`config.mk`:
```
export PLATFORM = sky130hd
export DESIGN_NAME = priority_encoder_8to3_sync
export DESIGN_NICKNAME = d
export VERILOG_FILES = /design/src/rtl/priority_encoder_8to3_sync.sv
export SDC_FILE = /design/constraint.sdc
export NUM_CORES = 1
export LEC_CHECK = 0
export ABC_AREA = 1
export CAP_MARGIN = 20
export CELL_PAD_IN_SITES_DETAIL_PLACEMENT = 2
export CELL_PAD_IN_SITES_GLOBAL_PLACEMENT = 2
export CORE_UTILIZATION = 33
export DETAILED_ROUTE_END_ITERATION = 10
export PLACE_DENSITY = 0.73
export REMOVE_ABC_BUFFERS = 1
export SLEW_MARGIN = 5
export SYNTH_ARGS = -nofsm -noshare
export SYNTH_HDL_FRONTEND = slang
export SYNTH_SLANG_ARGS = --single-unit
```
`constraint.sdc`:
```
create_clock -name clk -period 1.8 [get_ports clk]
set_clock_uncertainty 0.15 [all_clocks]
set_input_delay 0.36 -clock clk [delete_from_list [all_inputs] [get_ports clk]]
set_output_delay 0.36 -clock clk [all_outputs]
set_load 0.005 [all_outputs]
```
`src/rtl/priority_encoder_8to3_sync.sv`:
```
// Front-panel request encoder: 2-flop synchroniser, highest-index-wins priority
// encode, press/release debounce, and a one-cycle valid pulse per accepted press.
module priority_encoder_8to3_sync #(
    parameter int DEBOUNCE_CYCLES = 4,
    parameter int CNT_WIDTH       = 8
) (
    input  logic       clk,
    input  logic       reset,
    input  logic       enable,
    input  logic [7:0] D,
    output logic [2:0] Y,
    output logic       valid,
    output logic       held
);

    localparam logic [1:0] ST_IDLE     = 2'd0;
    localparam logic [1:0] ST_DEBOUNCE = 2'd1;
    localparam logic [1:0] ST_PRESSED  = 2'd2;
    localparam logic [1:0] ST_RELEASE  = 2'd3;

    localparam logic [CNT_WIDTH-1:0] CNT_TARGET = CNT_WIDTH'(DEBOUNCE_CYCLES);
    localparam logic [CNT_WIDTH-1:0] CNT_ONE    = CNT_WIDTH'(1);
    localparam logic [CNT_WIDTH-1:0] CNT_MAX    = '1;

    logic [7:0]           d_meta_q;
    logic [7:0]           ds_q;
    logic [1:0]           state_q, state_d;
    logic [CNT_WIDTH-1:0] cnt_q, cnt_d;
    logic [2:0]           cand_q, cand_d;
    logic [2:0]           y_q, y_d;
    logic                 valid_q, valid_d;

    logic                 nz;
    logic [2:0]           code;
    logic [CNT_WIDTH-1:0] cnt_inc;

    function automatic logic [2:0] top_index(input logic [7:0] v);
        logic [2:0] r;
        r = '0;
        for (int i = 0; i < 8; i++) begin
            if (v[i]) r = 3'(i);
        end
        return r;
    endfunction

    assign nz      = |ds_q;
    assign code    = top_index(ds_q);
    assign cnt_inc = (cnt_q == CNT_MAX) ? cnt_q : cnt_q + CNT_ONE;

    always_comb begin
        // NOTE: every next-state signal gets a default first, so no path leaves one unassigned and no latch is inferred.
        state_d = state_q;
        cnt_d   = cnt_q;
        cand_d  = cand_q;
        y_d     = y_q;
        valid_d = 1'b0;

        if (!enable) begin
            state_d = ST_IDLE;
            cnt_d   = '0;
        end else begin
            case (state_q)
                ST_IDLE: begin
                    if (nz) begin
                        cand_d = code;
                        if (DEBOUNCE_CYCLES <= 1) begin
                            y_d     = code;
                            valid_d = 1'b1;
                            state_d = ST_PRESSED;
                            cnt_d   = '0;
                        end else begin
                            state_d = ST_DEBOUNCE;
                            cnt_d   = CNT_ONE;
                        end
                    end
                end
                ST_DEBOUNCE: begin
                    if (!nz || code != cand_q) begin
                        state_d = ST_IDLE;
                        cnt_d   = '0;
                    end else if (cnt_inc >= CNT_TARGET) begin
                        y_d     = cand_q;
                        valid_d = 1'b1;
                        state_d = ST_PRESSED;
                        cnt_d   = '0;
                    end else begin
                        cnt_d = cnt_inc;
                    end
                end
                ST_PRESSED: begin
                    // Extra or higher-priority bits are ignored until every line drops.
                    if (!nz) begin
                        if (DEBOUNCE_CYCLES <= 1) begin
                            state_d = ST_IDLE;
                            cnt_d   = '0;
                        end else begin
                            state_d = ST_RELEASE;
                            cnt_d   = CNT_ONE;
                        end
                    end
                end
                ST_RELEASE: begin
                    if (nz) begin
                        state_d = ST_PRESSED;
                        cnt_d   = '0;
                    end else if (cnt_inc >= CNT_TARGET) begin
                        state_d = ST_IDLE;
                        cnt_d   = '0;
                    end else begin
                        cnt_d = cnt_inc;
                    end
                end
                default: begin
                    state_d = ST_IDLE;
                    cnt_d   = '0;
                end
            endcase
        end
    end

    // NOTE: registers use non-blocking assignments so every flop samples pre-edge values.
    always_ff @(posedge clk or posedge reset) begin
        if (reset) begin
            d_meta_q <= '0;
            ds_q     <= '0;
            state_q  <= ST_IDLE;
            cnt_q    <= '0;
            cand_q   <= '0;
            y_q      <= '0;
            valid_q  <= 1'b0;
        end else begin
            d_meta_q <= D;
            ds_q     <= d_meta_q;
            state_q  <= state_d;
            cnt_q    <= cnt_d;
            cand_q   <= cand_d;
            y_q      <= y_d;
            valid_q  <= valid_d;
        end
    end

    assign Y     = y_q;
    assign valid = valid_q;
    assign held  = (state_q == ST_PRESSED) || (state_q == ST_RELEASE);

endmodule

```
==> results of run 1 <==
## worst max path at each step
stage / start / end
finish: ds_q[7]$_DFF_PP0_ / state_q[1]$_DFFE_PP0P_
global route: ds_q[7]$_DFF_PP0_ / state_q[1]$_DFFE_PP0P_
CTS: cnt_q[1]$_DFFE_PP0P_ / cnt_q[0]$_DFFE_PP0P_
detailed placement: enable / Y[2]$_DFFE_PP0P_
global placement: enable / cand_q[0]$_DFFE_PP0P_
floorplan: cnt_q[0]$_DFFE_PP0P_ / cnt_q[0]$_DFFE_PP0P_
## repair_timing
item | 4_1_cts | 5_1_grt
endpoints found under the hold margin | 0 | 0
endpoints found under the setup margin | 3 | 14
resized for setup | 2 | 11
buffers inserted | 0 | 7
pin swaps | 0 | 8
## logic make-up (layout without fill, tap and decap cells)
group / count (synthesis) / after routing / synth area share [%]
adder cells (fa/ha/maj): 1 / 1 / 0.869
AO/OA/AOI/OAI: 14 / 14 / 5.39
buffers and inverters: 30 / 68 / 8.00
flip-flops: 33 / 33 / 57.4
AND/OR/NAND/NOR: 82 / 82 / 28.3
## power by group through the flow
stage	Combinational [mW]	Sequential (mW)	Clock [mW]
6_report	0.498	0.883	0.711
5_1_grt	0.556	0.892	0.766
4_1_cts	0.440	0.881	0.724
3_5_place_dp	0.431	0.895	0
3_3_place_gp	0.406	0.888	0
2_1_floorplan	0.273	0.878	0
## cell type report
cell class / count / area share (%)
timing repair buffer: 31 / 13.9
sequential: 33 / 42.6
clock inverter: 3 / 2.39
multi-input combinational: 97 / 28.5
inverter: 29 / 5.74
clock buffer: 5 / 3.55
tap: 50 / 3.23
## worst max-delay path: stages (launching register included)
cell and delay (ns):
dfrtp_1 0.41, nor2_4 0.17, nand2_4 0.08, nor2_4 0.18
nand4_1 0.15, nand2_2 0.15, nor2_1 0.06, nand2_1 0.10
nand2_2 0.07, nand3_2 0.08, nand2_1 0.06
## flip-flops by register name, indices dropped and copies added (netlist names)
signal and count:
state_q 2, valid 1, d_meta_q 8, ds_q 8, cand_q 3, Y 3
cnt_q 8
## stage by stage
stage          utilization (%)  total power, mW
2_1_floorplan                -             1.15
3_3_place_gp              42.0             1.29
3_5_place_dp              42.0             1.33
4_1_cts                   44.9             2.05
5_1_grt                   47.5             2.21
6_report                  47.5             2.09
## routing by layer
layer / wire length (um) / GRT usage (%)
met2: 2050 / 30.1
met4: 112 / 6.51
met1: 1520 / 18.9
met3: 122 / 5.33
met5: 0 / 0
## layout by cell type (no fill, tap or decap)
cell type,instances
a21oi_1,5
a21oi_2,3
buf_4,16
bufinv_16,1
clkbuf_8,5
clkdlybuf4s50_1,15
clkinv_4,1
clkinvlp_4,1
dfrtp_1,32
dfrtp_2,1
ha_4,1
inv_1,26
inv_2,2
inv_4,1
nand2_1,37
nand2_2,4
nand2_4,2
nand3_1,5
nand3_2,5
nand4_1,3
nand4_2,1
nor2_1,12
nor2_2,3
nor2_4,4
nor3_1,3
nor3_2,2
nor4_1,1
o21ai_0,5
o21ai_2,1
==> flow_summary.ini, run 1 <==
[run_status]
outcome = completed

[timing]
setup_viol = 0
min_period_ns = 1.77
holdWs_ns = 0.197
slew_violations = 0
worst_slack_ns = 0.0284
fmax_mhz = 564
finalCritPeriodShare_pct = 98.4
hold_violations = 0
grt_setup_unrepaired = yes
slew-limit-headroom_pct = 72.5
tightest_slew_ns = 0.413
setup_tns_ns = 0

[pwr]
p_clk_share_pct = 34.0
sequentialPowerShare_pct = 42.2
irDropWorstVdd_uv = 523
combPwrFrac_pct = 23.8
p_sw_uw = 660
internal_power_mw = 1.43
power_leakage_nw = 0.939
power.density_nw_per_um2 = 1080
switching_share_pct = 31.5

[worst_setup_path]
crit_fanout = 6
endpoint_kind = flop
r2r_cells = 10
arrival_ns = 1.80
r2r_end = state_q[1]$_DFFE_PP0P_
ff2ff_setup_slack_ns = 0.03
cp-start-kind = flop
r2r_start = ds_q[7]$_DFF_PP0_
critPathKind = flop to flop
critical_path_required_ns = 1.83

[floorplanning]
die_h_um = 68.0
core-area_um2 = 4090
rows = 23
pin_count = 16
start_util_pct = 35.2
die-area_um2 = 4630
die_x_um = 68.0

[yosys]
syn-cell-area_um2 = 1440
yosys_warnings = 0
synth_top_area_share_pct = 57.4
synth_async_sr_flop_share_pct = 100
synth-seq-area-share_pct = 57.4
yosysMostFrequentCell = nand2_1
synth_common_cells = nand2_1, dfrtp_1, inv_1
ys_ff_latch = 33
synthTopCellsByArea = dfrtp_1, nand2_1, inv_1, nor2_1, nand3_1
avgSynthCellArea_um2 = 8.99
synth-edff-count = 0
netlist_instances = 160
synth_area_leader_cell = dfrtp_1
netlist-cell-type-count = 23
synth-main-ff-cell = dfrtp_1

[clock_network]
clk_latency_ns = 0.29
tritoncts = yes
numCtsBuffers = 5
cts_htree_levels = 2
cts_hold_buf = 0
clock-root-buffer = clkbuf_8
cts.sink_count = 33
clk_pin_slew_ns = 0.07
clk_path_buf_depth = 2

[place]
dpl.hpwl_um = 2490
io_buffers = 15
pre_cts_slack_ns = -0.181
place_area_um2 = 1720
place_congestion = 0.778
placed_cells = 233

[routing]
num_vias = 1159
wl_um = 3810
detail_route.iter0.violations = 38
routed_via_density = 4.67
ant_nets = 0
firstDrtPassIters = 4
drc = 0
routedWlPerCell_um = 15.3

[cells_and_area]
fin_cells = 248
nFillCells = 432
multi_input_area_um2 = 553
final_layout_size_suffix_gt1_share_pct = 27.3
regArea_um2 = 827
final_nets = 209
stdcell_area_um2 = 1940
syn2layout_area_growth_pct = 34.8
antennaDiodeCount = 0

[global_route]
grtUsageTotal_pct = 17.1
grt_pass1_wl_um = 5620
grt_pass1_vias = 1233
antenna_found_initial = 0
grt-ovfl-total = 0
grt_start_max_net_pins = 34

[worst_hold_path]
hold_end = ds_q[7]$_DFF_PP0_
hold_path_class = flop to flop
hold_depth = 0
min_from = d_meta_q[7]$_DFF_PP0_

[run]
drv_cap = 0
Note: power is estimated with default switching activity, not from simulation.
==> run 2, diff against run 1 <==
- CORE_ASPECT_RATIO: default -> 1.2
- HOLD_SLACK_MARGIN: default -> 0.1
==> run 2 against run 1 <==
The run now ends with setup timing left. Combinational power is 4% higher. First-iteration DRC count fell by 61%. Non-clock buffer count increased by 1. Largest power group unchanged. Critical path depth stayed put. Via count grew 2.8%. Flip-flop and latch count did not move. Cell count grew 2.0%. Sequential share of layout area fell by 0.16 points. Fmax is 2.0% lower.
==> flow_summary.ini, run 2 (synthesis results as in run 1) <==
[timing]
tightest_slew_ns = 0.429
fmax_mhz = 553
setup_viol = 1
hold_violations = 0
slew-limit-headroom_pct = 71.4
grt_setup_unrepaired = yes
min_period_ns = 1.81
worst_slack_ns = -0.00709
slew_violations = 0
finalCritPeriodShare_pct = 100

[worst_setup_path]
endpoint_kind = flop
arrival_ns = 1.85
r2r_end = state_q[1]$_DFFE_PP0P_
cp-startpoint = ds_q[6]$_DFF_PP0_
cp-start-kind = flop
r2r_start = ds_q[6]$_DFF_PP0_
cp-endpoint = state_q[1]$_DFFE_PP0P_
critical_path_required_ns = 1.84
ff2ff_setup_slack_ns = -0.007
critPathKind = flop to flop
r2r_cells = 10
crit_fanout = 7

[global_route]
grtUsageTotal_pct = 20.1
antenna_found_initial = 0
grt_start_max_net_pins = 34
grt_busiest_layer = met2
grt_pass1_wl_um = 6610
gr-usage-met3_pct = 5.98
grt-ovfl-total = 0
gr-usage-met2_pct = 41.1
grt_pass1_vias = 1368
grt_use_met1_pct = 18.3

[run_status]
outcome = complete, but fails checks
violations = setup timing

[cells_and_area]
final_cell_mix = nand2_1, dfrtp_1, inv_1
fin_cells = 253
layout_commonest_cell = nand2_1
reg_top3 = cnt_q: 8 flops, d_meta_q: 8 flops, ds_q: 8 flops
antennaDiodeCount = 0
final_nets = 210
stdcell_area_um2 = 1950
final_layout_size_suffix_gt1_share_pct = 27.6
syn2layout_area_growth_pct = 35.3

[clock_network]
clk_pin_slew_ns = 0.07
cts.sink_count = 33
clk_latency_ns = 0.30
cts_htree_levels = 2
numCtsBuffers = 5
tritoncts = yes
clk_path_buf_depth = 2
clock-root-buffer = clkbuf_8

[floorplanning]
die-area_um2 = 4630
core-area_um2 = 4070
die_h_um = 74.3
rows = 25
pin_count = 16
die_x_um = 62.3
start_util_pct = 35.4

[pwr]
finalPower_mw = 2.15
irDropWorstVdd_uv = 426
power.density_nw_per_um2 = 1100
power_leakage_nw = 0.932

[routing]
ant_nets = 0
drc = 0
routedWlPerCell_um = 16.4
num_vias = 1191
detail_route.iter0.violations = 15
firstDrtPassIters = 3
wl_um = 4150
routed_via_density = 4.71

[worst_hold_path]
hold_path_class = flop to flop

[place]
place_area_um2 = 1710
placed_cells = 236
place_congestion = 0.712
io_buffers = 15
pre_cts_slack_ns = -0.157
dpl.hpwl_um = 2850

[run]
drv_cap = 0
run 2: critical path: stages (launching register included):
cell	delay, ns
dfrtp_1	0.42
nor2_4	0.18
nand2_4	0.09
nor2_4	0.22
nand4_1	0.15
nand2_2	0.14
nor2_1	0.06
nand2_1	0.10
nand2_2	0.07
nand3_2	0.07
nand2_1	0.05
run 2: cell type report:
cell class | instances | area (um^2)
Inverter | 29 | 111
Clock buffer | 6 | 82.6
Tap cell | 54 | 67.6
Sequential cell | 33 | 827
Fill cell | 444 | 2120
Clock inverter | 2 | 37.5
Multi-Input combinational cell | 97 | 543
Timing Repair Buffer | 32 | 278
run 2: timing repair:
item                       4_1_cts  5_1_grt
setup buffers                    1        8
gates resized for setup          5        7
pin swaps                        5       11
setup endpoints to repair        4       10
hold buffers                     0        0
run 2: worst min path at each step:
stage,start,endpoint,cells past startpoint
floorplan,d_meta_q[0]$_DFF_PP0_,ds_q[0]$_DFF_PP0_,0
global placement,d_meta_q[4]$_DFF_PP0_,ds_q[4]$_DFF_PP0_,0
detailed placement,d_meta_q[6]$_DFF_PP0_,ds_q[6]$_DFF_PP0_,0
CTS,d_meta_q[6]$_DFF_PP0_,ds_q[6]$_DFF_PP0_,0
global route,d_meta_q[2]$_DFF_PP0_,ds_q[2]$_DFF_PP0_,0
finish,d_meta_q[6]$_DFF_PP0_,ds_q[6]$_DFF_PP0_,0
run 2: through the flow:
step / utilization (%) / TNS, ns / hold slack, ns
floorplan: - / 0 / 0.181
global placement: 42.1 / -0.405 / 0.184
detailed placement: 42.1 / -0.993 / 0.189
CTS: 45.8 / -0.0672 / 0.203
global route: 47.9 / -0.721 / 0.216
finish: 47.9 / -0.00709 / 0.201
run 2: per-layer routing:
layer / share of wire (%) / wire length (um)
met1: 36 / 1510
met2: 58 / 2400
met3: 2.9 / 120
met4: 2.9 / 119
met5: 0 / 0
run 2: power breakdown:
group          leakage, nW  internal, mW  switching, mW
Clock               0.0574         0.450          0.293
Sequential           0.412         0.820         0.0703
Combinational        0.463         0.199          0.317
Total                0.932          1.47          0.681
==> run 3, diff against run 2 <==
- CTS_CLUSTER_SIZE: default -> 30
==> results of run 3 <==
Final layout, timing and power as in run 2 (identical DEF).
